File: src/rtl/load_ctrl.sv
// Load unit: issues one data-memory read per load, formats the returned word,
// and reports either the extended data or a load trap back to the pipeline.
//
// Ports:
//   clk, rst_n         clock, async active-low reset
//   load_valid/ready   load offer from the pipeline (mem_op, load_addr)
//   flush              abandon the current load
//   dmem_*             single-outstanding read port (req/gnt, rvalid/rdata/err)
//   result_*           result handshake with formatted data
//   load_trap_*        trap flag and mcause accompanying a result

package params_pkg;
  localparam logic [4:0] MEM_NOP = 5'd0;
  localparam logic [4:0] MEM_LB  = 5'd1;
  localparam logic [4:0] MEM_LH  = 5'd2;
  localparam logic [4:0] MEM_LW  = 5'd3;
  localparam logic [4:0] MEM_LBU = 5'd4;
  localparam logic [4:0] MEM_LHU = 5'd5;
  localparam logic [4:0] MEM_SB  = 5'd6;
  localparam logic [4:0] MEM_SH  = 5'd7;
  localparam logic [4:0] MEM_SW  = 5'd8;

  localparam logic [30:0] TRAP_CODE_LOAD_ADDR_MISALIGNED = 31'd4;
  localparam logic [30:0] TRAP_CODE_LOAD_ACCESS_FAULT    = 31'd5;
endpackage

module load_ctrl
  import params_pkg::*;
(
  input  logic        clk,
  input  logic        rst_n,
  input  logic        load_valid,
  output logic        load_ready,
  input  logic [4:0]  mem_op,
  input  logic [31:0] load_addr,
  input  logic        flush,
  output logic        dmem_req,
  output logic [31:0] dmem_addr,
  input  logic        dmem_gnt,
  input  logic        dmem_rvalid,
  input  logic [31:0] dmem_rdata,
  input  logic        dmem_err,
  output logic        result_valid,
  input  logic        result_ready,
  output logic [31:0] result_rdata,
  output logic        load_trap_valid,
  output logic [30:0] load_trap_mcause
);

  typedef enum logic [2:0] {
    S_IDLE,
    S_REQ,
    S_WAIT,
    S_RESP,
    S_DRAIN
  } state_t;

  state_t      state_q;
  logic [4:0]  op_q;
  logic [31:0] addr_q;
  logic [31:0] rdata_q;
  logic        trap_q;
  logic [30:0] cause_q;

  logic        in_lb, in_lh, in_lw;
  logic        in_lbu, in_lhu;
  logic        in_load;
  logic        in_misal;

  always_comb begin
    in_lb  = (mem_op == MEM_LB);
    in_lh  = (mem_op == MEM_LH);
    in_lw  = (mem_op == MEM_LW);
    in_lbu = (mem_op == MEM_LBU);
    in_lhu = (mem_op == MEM_LHU);
    in_load = in_lb | in_lh | in_lw
            | in_lbu | in_lhu;
    in_misal = ((in_lh | in_lhu) & load_addr[0])
             | (in_lw & (load_addr[1:0] != 2'b00));
  end

  logic [31:0] sh_b;
  logic [31:0] sh_h;
  logic [7:0]  b_sel;
  logic [15:0] h_sel;
  logic [31:0] fmt_data;

  // Byte lane k = addr[1:0], half lane h = addr[1].
  always_comb begin
    sh_b  = dmem_rdata >> {addr_q[1:0], 3'b000};
    sh_h  = dmem_rdata >> {addr_q[1], 4'b0000};
    b_sel = sh_b[7:0];
    h_sel = sh_h[15:0];
    fmt_data = 32'h0;
    unique case (1'b1)
      (op_q == MEM_LB):
        fmt_data = {{24{b_sel[7]}}, b_sel};
      (op_q == MEM_LBU):
        fmt_data = {24'h0, b_sel};
      (op_q == MEM_LH):
        fmt_data = {{16{h_sel[15]}}, h_sel};
      (op_q == MEM_LHU):
        fmt_data = {16'h0, h_sel};
      (op_q == MEM_LW):
        fmt_data = dmem_rdata;
      default:
        fmt_data = 32'h0;
    endcase
  end

  always_ff @(posedge clk or negedge rst_n) begin
    if (!rst_n) begin
      state_q <= S_IDLE;
      op_q    <= MEM_NOP;
      addr_q  <= 32'h0;
      rdata_q <= 32'h0;
      trap_q  <= 1'b0;
      cause_q <= 31'h0;
    end else begin
      unique case (state_q)
        S_IDLE: begin
          if (!flush && load_valid && in_load) begin
            op_q   <= mem_op;
            addr_q <= load_addr;
            if (in_misal) begin
              // Misaligned: trap straight away, memory untouched.
              rdata_q <= 32'h0;
              trap_q  <= 1'b1;
              cause_q <= TRAP_CODE_LOAD_ADDR_MISALIGNED;
              state_q <= S_RESP;
            end else begin
              state_q <= S_REQ;
            end
          end
        end
        S_REQ: begin
          if (flush) begin
            // A grant in the flush cycle still leaves
            // a response in flight that must be absorbed.
            state_q <= dmem_gnt ? S_DRAIN : S_IDLE;
          end else if (dmem_gnt) begin
            state_q <= S_WAIT;
          end
        end
        S_WAIT: begin
          if (flush) begin
            state_q <= dmem_rvalid ? S_IDLE : S_DRAIN;
          end else if (dmem_rvalid) begin
            state_q <= S_RESP;
            if (dmem_err) begin
              rdata_q <= 32'h0;
              trap_q  <= 1'b1;
              cause_q <= TRAP_CODE_LOAD_ACCESS_FAULT;
            end else begin
              rdata_q <= fmt_data;
              trap_q  <= 1'b0;
              cause_q <= 31'h0;
            end
          end
        end
        S_RESP: begin
          if (flush || result_ready) begin
            state_q <= S_IDLE;
            rdata_q <= 32'h0;
            trap_q  <= 1'b0;
            cause_q <= 31'h0;
          end
        end
        S_DRAIN: begin
          // Flush here changes nothing: the
          // outstanding beat must still be absorbed.
          if (dmem_rvalid) begin
            state_q <= S_IDLE;
          end
        end
        default: begin
          state_q <= S_IDLE;
        end
      endcase
    end
  end

  logic in_resp;

  always_comb begin
    in_resp          = (state_q == S_RESP);
    load_ready       = (state_q == S_IDLE);
    dmem_req         = (state_q == S_REQ);
    dmem_addr        = dmem_req
                     ? {addr_q[31:2], 2'b00}
                     : 32'h0;
    result_valid     = in_resp;
    result_rdata     = in_resp ? rdata_q : 32'h0;
    load_trap_valid  = in_resp & trap_q;
    load_trap_mcause = in_resp ? cause_q : 31'h0;
  end

endmodule

File: config.mk
export PLATFORM = sky130hd
export DESIGN_NAME = load_ctrl
export DESIGN_NICKNAME = d
export VERILOG_FILES = /design/src/rtl/load_ctrl.sv
export SDC_FILE = /design/constraint.sdc
export NUM_CORES = 1
export LEC_CHECK = 0
export ABC_AREA = 1
export CORE_MARGIN = 3
export CORE_UTILIZATION = 27
export DETAILED_ROUTE_END_ITERATION = 6
export PLACE_DENSITY = 0.66
export SYNTH_ARGS = -nofsm -noshare
export SYNTH_HDL_FRONTEND = slang
export SYNTH_SLANG_ARGS = --single-unit
File: constraint.sdc
create_clock -name clk -period 1.75 [get_ports clk]
set_input_delay 0.4375 -clock clk [delete_from_list [all_inputs] [get_ports clk]]
set_output_delay 0.4375 -clock clk [all_outputs]
set_load 0.01 [all_outputs]
==> results of run 1 <==
## worst max path at each step
stage,start,end,depth (start not counted)
after floorplan,state_q[0],load_trap_mcause[2],5
after global placement,mem_op[0],rdata_q[0],14
after detailed placement,mem_op[0],rdata_q[11],11
after CTS,state_q[1],result_rdata[0],6
after global routing,state_q[2],result_rdata[23],5
final,state_q[2],dmem_addr[25],6
## per-stage QoR
step / TNS [ns] / std cells / total power, mW / utilization [%]
finish: -10.83 / 1117 / 10.8 / 46.4
global route: -16.73 / 1117 / 11.5 / 46.4
CTS: -12.93 / 1089 / 8.64 / 41.3
detailed placement: -36.07 / 1073 / 6.87 / 40.3
global placement: -33.62 / 1073 / 6.83 / 40.3
floorplan: 0 / 719 / 4.84 / -
## metal layers
| layer | track usage (%) | vias up | wire length, um |
|---|---|---|---|
| met5 | 0 | - | 8 |
| met4 | 4.48 | 2 | 229 |
| met3 | 4.55 | 17 | 1380 |
| met2 | 23.0 | 168 | 7210 |
| met1 | 19.7 | 2232 | 6840 |
| li1 | - | 2457 | - |
## area by class of cell
| type | instances | area (um^2) |
|---|---|---|
| multi-input cells | 473 | 2490 |
| flip-flops and latches | 74 | 1850 |
| well taps | 216 | 270 |
| fillers | 1623 | 8700 |
| repair buffers | 226 | 2210 |
| clock buffers | 10 | 239 |
| clock inverters | 5 | 31.3 |
| inverters | 113 | 434 |
## power by group
part	internal (mW)	switching (mW)	leakage, nW	total, mW
logic	3.18	3.56	2.78	6.74
registers	2.15	0.205	0.910	2.36
clock network	0.985	0.731	0.134	1.72
total	6.32	4.50	3.83	10.8
## cells in the final DEF (no fill, tap or decap)
cell / netlist / final
clkinvlp_4: 0 / 1
inv_2: 6 / 8
dlymetal6s2s_1: 0 / 5
nand3_1: 12 / 8
o21ai_1: 19 / 24
nand2_1: 158 / 134
nor3_1: 1 / 1
clkinv_4: 0 / 1
buf_16: 0 / 1
inv_4: 0 / 4
clkinv_1: 2 / 1
o21ai_0: 62 / 51
a21oi_2: 1 / 2
buf_12: 0 / 9
dfrtp_1: 74 / 73
nor2_4: 0 / 28
a31oi_1: 1 / 1
nor3_4: 1 / 2
nand2_4: 0 / 13
dlygate4sd2_1: 0 / 3
conb_1: 1 / 31
clkdlybuf4s50_1: 0 / 67
clkbuf_16: 0 / 16
nand2_2: 2 / 13
o21a_2: 1 / 1
clkinv_2: 0 / 3
nand3_2: 1 / 3
a21oi_1: 45 / 44
buf_6: 1 / 44
inv_1: 105 / 100
buf_4: 33 / 47
o21ai_2: 4 / 10
nor2_2: 5 / 26
dfrtp_2: 0 / 1
clkbuf_8: 0 / 1
buf_2: 7 / 43
nor2_1: 127 / 78
nand3_4: 0 / 3
## flip-flops by register name, indices dropped and copies added (netlist names)
name / flops
addr_q: 32
cause_q: 2
op_q: 5
rdata_q: 32
state_q: 3
## cell families after synthesis
group,after synthesis
simple gates,308
buf+inv,173
compound gates,133
flops,74
other cells,1
## repair_timing
action / CTS / global route
endpoints found under the hold margin: 0 / 0
hold buffers: 0 / 0
resized for setup: 258 / 207
buffers inserted: 1 / 16
gates cloned: 1 / 12
pin swaps: 1 / 5
endpoints found under the setup margin: 88 / 106
==> results.rst, run 1 <==
.. list-table::
   :header-rows: 1

   * - Metric
     - Value
   * - Status
     - finished, violations left
   * - Violations in the final reports
     - setup timing
   * - Max capacitance violation total
     - 0
   * - Htree depth
     - 3
   * - Final worst path period share
     - 113%
   * - Hold/Removal Path Class
     - in2async
   * - Number of pins with negative max-slew slack in the final report
     - 0
   * - Data arrival at the endpoint of the critical path
     - between 1.5 and 2 ns
   * - Global routing usage summed across all routing layers
     - ~15%
   * - Chip Width
     - 136 um
   * - Core outline area
     - 0.0162 mm^2
   * - HPWL after detailed placement
     - approximately 10000 um
   * - Worst VDD drop
     - approximately 0.98 mV
   * - Number of buffers created by CTS
     - 9
   * - Final WL
     - roughly 16000 um
   * - Post-synthesis cell type count
     - 27
   * - Simple-Gate Fraction of Synth Area
     - a little over a quarter
   * - Via count of the first global-routing pass
     - ~4.5k
   * - Largest cells by area after synthesis
     - dfrtp_1 (41%), nand2_1 (13%), nor2_1 (10%)
   * - Antenna diode count
     - 0
   * - Multiplexer area fraction after synthesis
     - 0%
   * - WL/cell
     - 14.0 um
   * - Fraction of the yosys area taken by sequential cells
     - between 40% and 50%
   * - Post-Syn Instances
     - 689
   * - Count of input and output buffers
     - between 100 and 150
   * - Fmax
     - just over 500 MHz
   * - Share of the synthesized area in compound gates (AO/OA/AOI/OAI)
     - 15.1%
   * - PwrDens
     - around 1400 mW/mm^2
   * - EDFF count, synth
     - 0
   * - Worst-case hold slack
     - ~0.028 ns
   * - Async S/R FF share, synth
     - between 90% and 100%
   * - Netlist area before placement
     - 0.00456 mm^2
   * - CTS tree
     - built
   * - Mean post-synth cell area
     - between 6 and 7 um^2
   * - Gp weighted congestion
     - between 0.8 and 0.9
   * - Ordered cell list for the critical path
     - inv_2, nand3_4, clkbuf_16, buf_12, nor2_4, buf_6
   * - Worst path bufs/invs
     - 4
   * - Top cell family by delay on the critical path
     - buffers and inverters
   * - Number of design rule violations left after detail routing
     - 0
   * - Slowest CP cell
     - dfrtp_2
   * - Critical path class
     - reg2out
   * - Violation count after the first detailed-routing iteration
     - 271
   * - Clk_lat worst skew
     - about 0.34 ns
   * - Antenna violations before repair
     - 1
   * - Initial cell density of the core
     - 28.1%
   * - Top cells by count, synth
     - nand2_1 (158), nor2_1 (127), inv_1 (105), dfrtp_1 (74), o21ai_0 (62)
   * - Unrepaired setup endpoints after global routing
     - true
   * - Share of the synthesized area in the top cell type
     - about two fifths
   * - Total number of vias
     - just under 5k
   * - Fin worst setup slack
     - -0.220 ns
   * - Largest area contributor in the netlist
     - dfrtp_1
   * - DR pass1 iterations
     - 4
   * - Placed cell area
     - about 0.0065 mm^2
   * - Cells on worst reg2reg path
     - 12
   * - Maximum buffer depth of the clock tree
     - 2
   * - Global-route wire length before repair
     - 21900 um
   * - Yosys warning count
     - 0
   * - Most repeated cell in the gate-level netlist after synthesis
     - nand2_1
   * - Dominant combinational cell family by area after synthesis
     - simple AND/OR/NAND/NOR gates
   * - I/O pins
     - between 150 and 200
   * - Post-DR vias/cell
     - 4.37
   * - Adder and majority gate portion of the synthesized area
     - 0%
   * - Residual overflow from global routing
     - 0
   * - Share of cells above drive strength 1
     - ~31%
   * - Root buffer cell
     - clkbuf_16
   * - Xor and xnor fraction of the mapped netlist area
     - 0%
   * - Setup slack, reg-to-reg
     - -0.01 ns
   * - Worst Clk Skew
     - ~0.0073 ns
   * - Largest net degree at the start of global routing
     - between 40 and 50
   * - Dominant synthesized flop cell
     - dfrtp_1
   * - Post-synthesis to final-layout area growth
     - 65.0%
   * - Number of nets in the final layout
     - approximately 1000
   * - Largest fanout on the critical path
     - 8
   * - Endpoints failing setup
     - 70
   * - Terminus of the critical flop-to-flop path
     - rdata_q[16]
   * - Critical Path RT
     - 1.31 ns
   * - FF+latch count, synth
     - 74
   * - Vertical extent of the die
     - between 100 and 150 um
   * - Final hold vios
     - 0
   * - Number of sinks handled by clock tree synthesis
     - 74
   * - Finished layout cell area
     - 0.00753 mm^2
   * - Number of standard-cell rows in the floorplan
     - 46
   * - Static Leak
     - around 3.8 nW
   * - Launching point of the worst reg2reg path
     - state_q[1]
   * - Highest cell delay on the worst timing path
     - ~0.44 ns
   * - DIE AREA
     - roughly 0.018 mm^2
   * - Residual antenna-violating net count after detailed routing
     - 0
   * - Kind of start point of the critical path
     - flip-flop
   * - Clock period minus worst slack
     - roughly 2.0 ns
   * - Clock-pin slew of the registers on the worst-case setup and hold paths
     - ~0.060 ns
   * - Place WS
     - -0.399 ns
   * - Sort of element at the end of the critical path
     - primary output
Note: power is estimated with default switching activity, not from simulation.
==> inputs of run 2 (changes only) <==
--- a/config.mk
+++ b/config.mk
@@ -9,6 +9,7 @@
 export CORE_MARGIN = 3
 export CORE_UTILIZATION = 27
 export DETAILED_ROUTE_END_ITERATION = 6
+export HOLD_SLACK_MARGIN = 0.1
 export PLACE_DENSITY = 0.66
 export SYNTH_ARGS = -nofsm -noshare
 export SYNTH_HDL_FRONTEND = slang
==> results.rst, run 2 (synthesis gave the netlist of run 1 again) <==
.. list-table::
   :header-rows: 1

   * - Metric
     - Value
   * - Count of input and output buffers
     - approximately 140
   * - WL/cell
     - 14.0 um
   * - Antenna diode count
     - 0
   * - Global-route wire length before repair
     - about 22000 um
   * - Largest net degree at the start of global routing
     - 44
   * - Chip Width
     - 136 um
   * - Cells on worst reg2reg path
     - 12
   * - Residual overflow from global routing
     - 0
   * - PwrDens
     - roughly 1400 mW/mm^2
   * - Clock-pin slew of the registers on the worst-case setup and hold paths
     - around 0.060 ns
   * - Sequential cell area
     - approximately 0.0019 mm^2
   * - Violations in the final reports
     - setup timing
   * - Number of nets in the final layout
     - about 980
   * - Number of pins with negative max-slew slack in the final report
     - 0
   * - FILL cells
     - 1623
   * - Worst VDD drop
     - 0.972 mV
   * - Antenna violations before repair
     - 1
   * - Hold/Removal Path Class
     - reg2reg
   * - Global routing usage summed across all routing layers
     - around 15%
   * - Critical Path RT
     - roughly 1.3 ns
   * - Largest fanout on the critical path
     - 8
   * - Sort of element at the end of the critical path
     - primary output
   * - Violation count after the first detailed-routing iteration
     - 222
   * - Unrepaired setup endpoints after global routing
     - true
   * - Number of standard-cell rows in the floorplan
     - 46
   * - Via count of the first global-routing pass
     - around 4.5k
   * - Total number of vias
     - a little under 5k
   * - Final hold vios
     - 0
   * - Share of cells above drive strength 1
     - slightly above 30%
   * - Kind of start point of the critical path
     - flip-flop
   * - Post-synthesis to final-layout area growth
     - 65.2%
   * - DR pass1 iterations
     - 4
   * - HPWL after detailed placement
     - 10300 um
   * - Htree depth
     - 3
   * - Final WL
     - ~16000 um
   * - Data arrival at the endpoint of the critical path
     - around 1.5 ns
   * - Number of buffers created by CTS
     - 9
   * - Most used cells in the layout excluding fill and tap cells
     - nand2_1 (134), inv_1 (100), nor2_1 (78), dfrtp_1 (73), clkdlybuf4s50_1 (67)
   * - Static Leak
     - 3.83 nW
   * - Maximum buffer depth of the clock tree
     - 2
   * - Initial cell density of the core
     - approximately 28%
   * - Sum of internal, switching and leakage power
     - 10.8 mW
   * - Status
     - finished, violations left
   * - Number of design rule violations left after detail routing
     - 0
   * - CTS tree
     - built
   * - Root buffer cell
     - clkbuf_16
   * - Endpoints failing setup
     - 70
   * - Number of instances on the worst hold path
     - 2
   * - I/O pins
     - 176
   * - Leading cell type in the layout, fill and taps excluded
     - nand2_1
   * - Largest registers
     - addr_q x32, rdata_q x32, op_q x5
   * - DIE AREA
     - around 0.018 mm^2
   * - Clock period minus worst slack
     - around 2 ns
   * - Fmax
     - approximately 510 MHz
   * - Total negative slack for setup checks
     - -10.75 ns
   * - Clk_lat worst skew
     - 0.34 ns
   * - Worst Clk Skew
     - between 0.007 and 0.008 ns
   * - Combined area of the multi-input logic cells
     - around 0.0025 mm^2
   * - Critical path class
     - reg2out
   * - Max capacitance violation total
     - 0
   * - Final worst path period share
     - 112%
   * - Core outline area
     - ~0.016 mm^2
   * - Vertical extent of the die
     - approximately 140 um
   * - Fin worst setup slack
     - -0.218 ns
   * - Number of sinks handled by clock tree synthesis
     - 74
   * - Gp weighted congestion
     - about 0.87
   * - Post-DR vias/cell
     - between 4 and 5
   * - Residual antenna-violating net count after detailed routing
     - 0
   * - Place WS
     - -0.399 ns
-- run 2: changes by cell type in the layout (fill, tap and decap cells not counted), sizes merged --
cell	before	now
dlygate4sd3	0	1
-- run 2: path summary, 6_finish.rpt --
kind / slack [ns] / to / from
max in group asynchronous: 0.61 / rdata_q[19] / rst_n
min in group asynchronous: 0.57 / addr_q[6] / rst_n
worst min register to register: 0.48 / rdata_q[31] / rdata_q[31]
worst max register to register: -0.01 / rdata_q[16] / state_q[1]
worst min-delay path: 0.48 / rdata_q[31] / rdata_q[31]
worst max-delay path: -0.22 / dmem_addr[25] / state_q[2]
-- run 2: layout make-up --
cell class | instances | area share, %
multi-input combinational | 473 | 33.1
timing repair buffer | 227 | 29.4
sequential | 74 | 24.6
inverter | 113 | 5.76
tap | 216 | 3.59
clock buffer | 10 | 3.17
clock inverter | 5 | 0.415
-- run 2: timing repair --
item	in CTS	in global routing
buffers inserted	1	16
endpoints found under the hold margin	27	0
endpoints found under the setup margin	88	106
gates resized for setup	258	207
hold buffers	1	0
pin swaps	1	5
gates cloned	1	12
-- run 2: power by group --
group	internal [mW]	switching (mW)	leakage (nW)
sequential	2.15	0.205	0.910
combinational	3.18	3.56	2.79
clock	0.985	0.728	0.134
total	6.32	4.49	3.83
-- run 2: routing by layer --
metal	vias to the layer above	part of all wire (%)	GRT usage, %
met2	177	46	23.1
li1	2460	-	-
met5	-	0.051	0
met1	2236	44	19.6
met3	17	8.7	4.55
met4	2	1.5	4.48
-- run 2: stage by stage --
step	util [%]	instances	instance area, um^2	hold slack [ns]
after global routing	46.4	1118	7540	0.505
final	46.4	1118	7540	0.483
after detailed placement	40.3	1073	6530	0.403
after CTS	41.4	1090	6720	0.487
after global placement	40.3	1073	6530	0.396
after floorplan	-	719	4710	0.142
-- run 2: worst max-delay path, stage by stage (launching register included) --
cell and delay [ns]:
dfrtp_2 0.44, inv_2 0.09, nand3_4 0.14, clkbuf_16 0.22
buf_12 0.13, nor2_4 0.07, buf_6 0.10
==> inputs of run 3 (changes only) <==
--- a/config.mk
+++ b/config.mk
@@ -8,6 +8,7 @@
 export ABC_AREA = 1
 export CORE_MARGIN = 3
 export CORE_UTILIZATION = 27
+export CTS_CLUSTER_DIAMETER = 150
 export DETAILED_ROUTE_END_ITERATION = 6
 export HOLD_SLACK_MARGIN = 0.1
 export PLACE_DENSITY = 0.66
==> results of run 3 <==
Same layout as run 2: the final DEF is identical, and so are final timing and power.
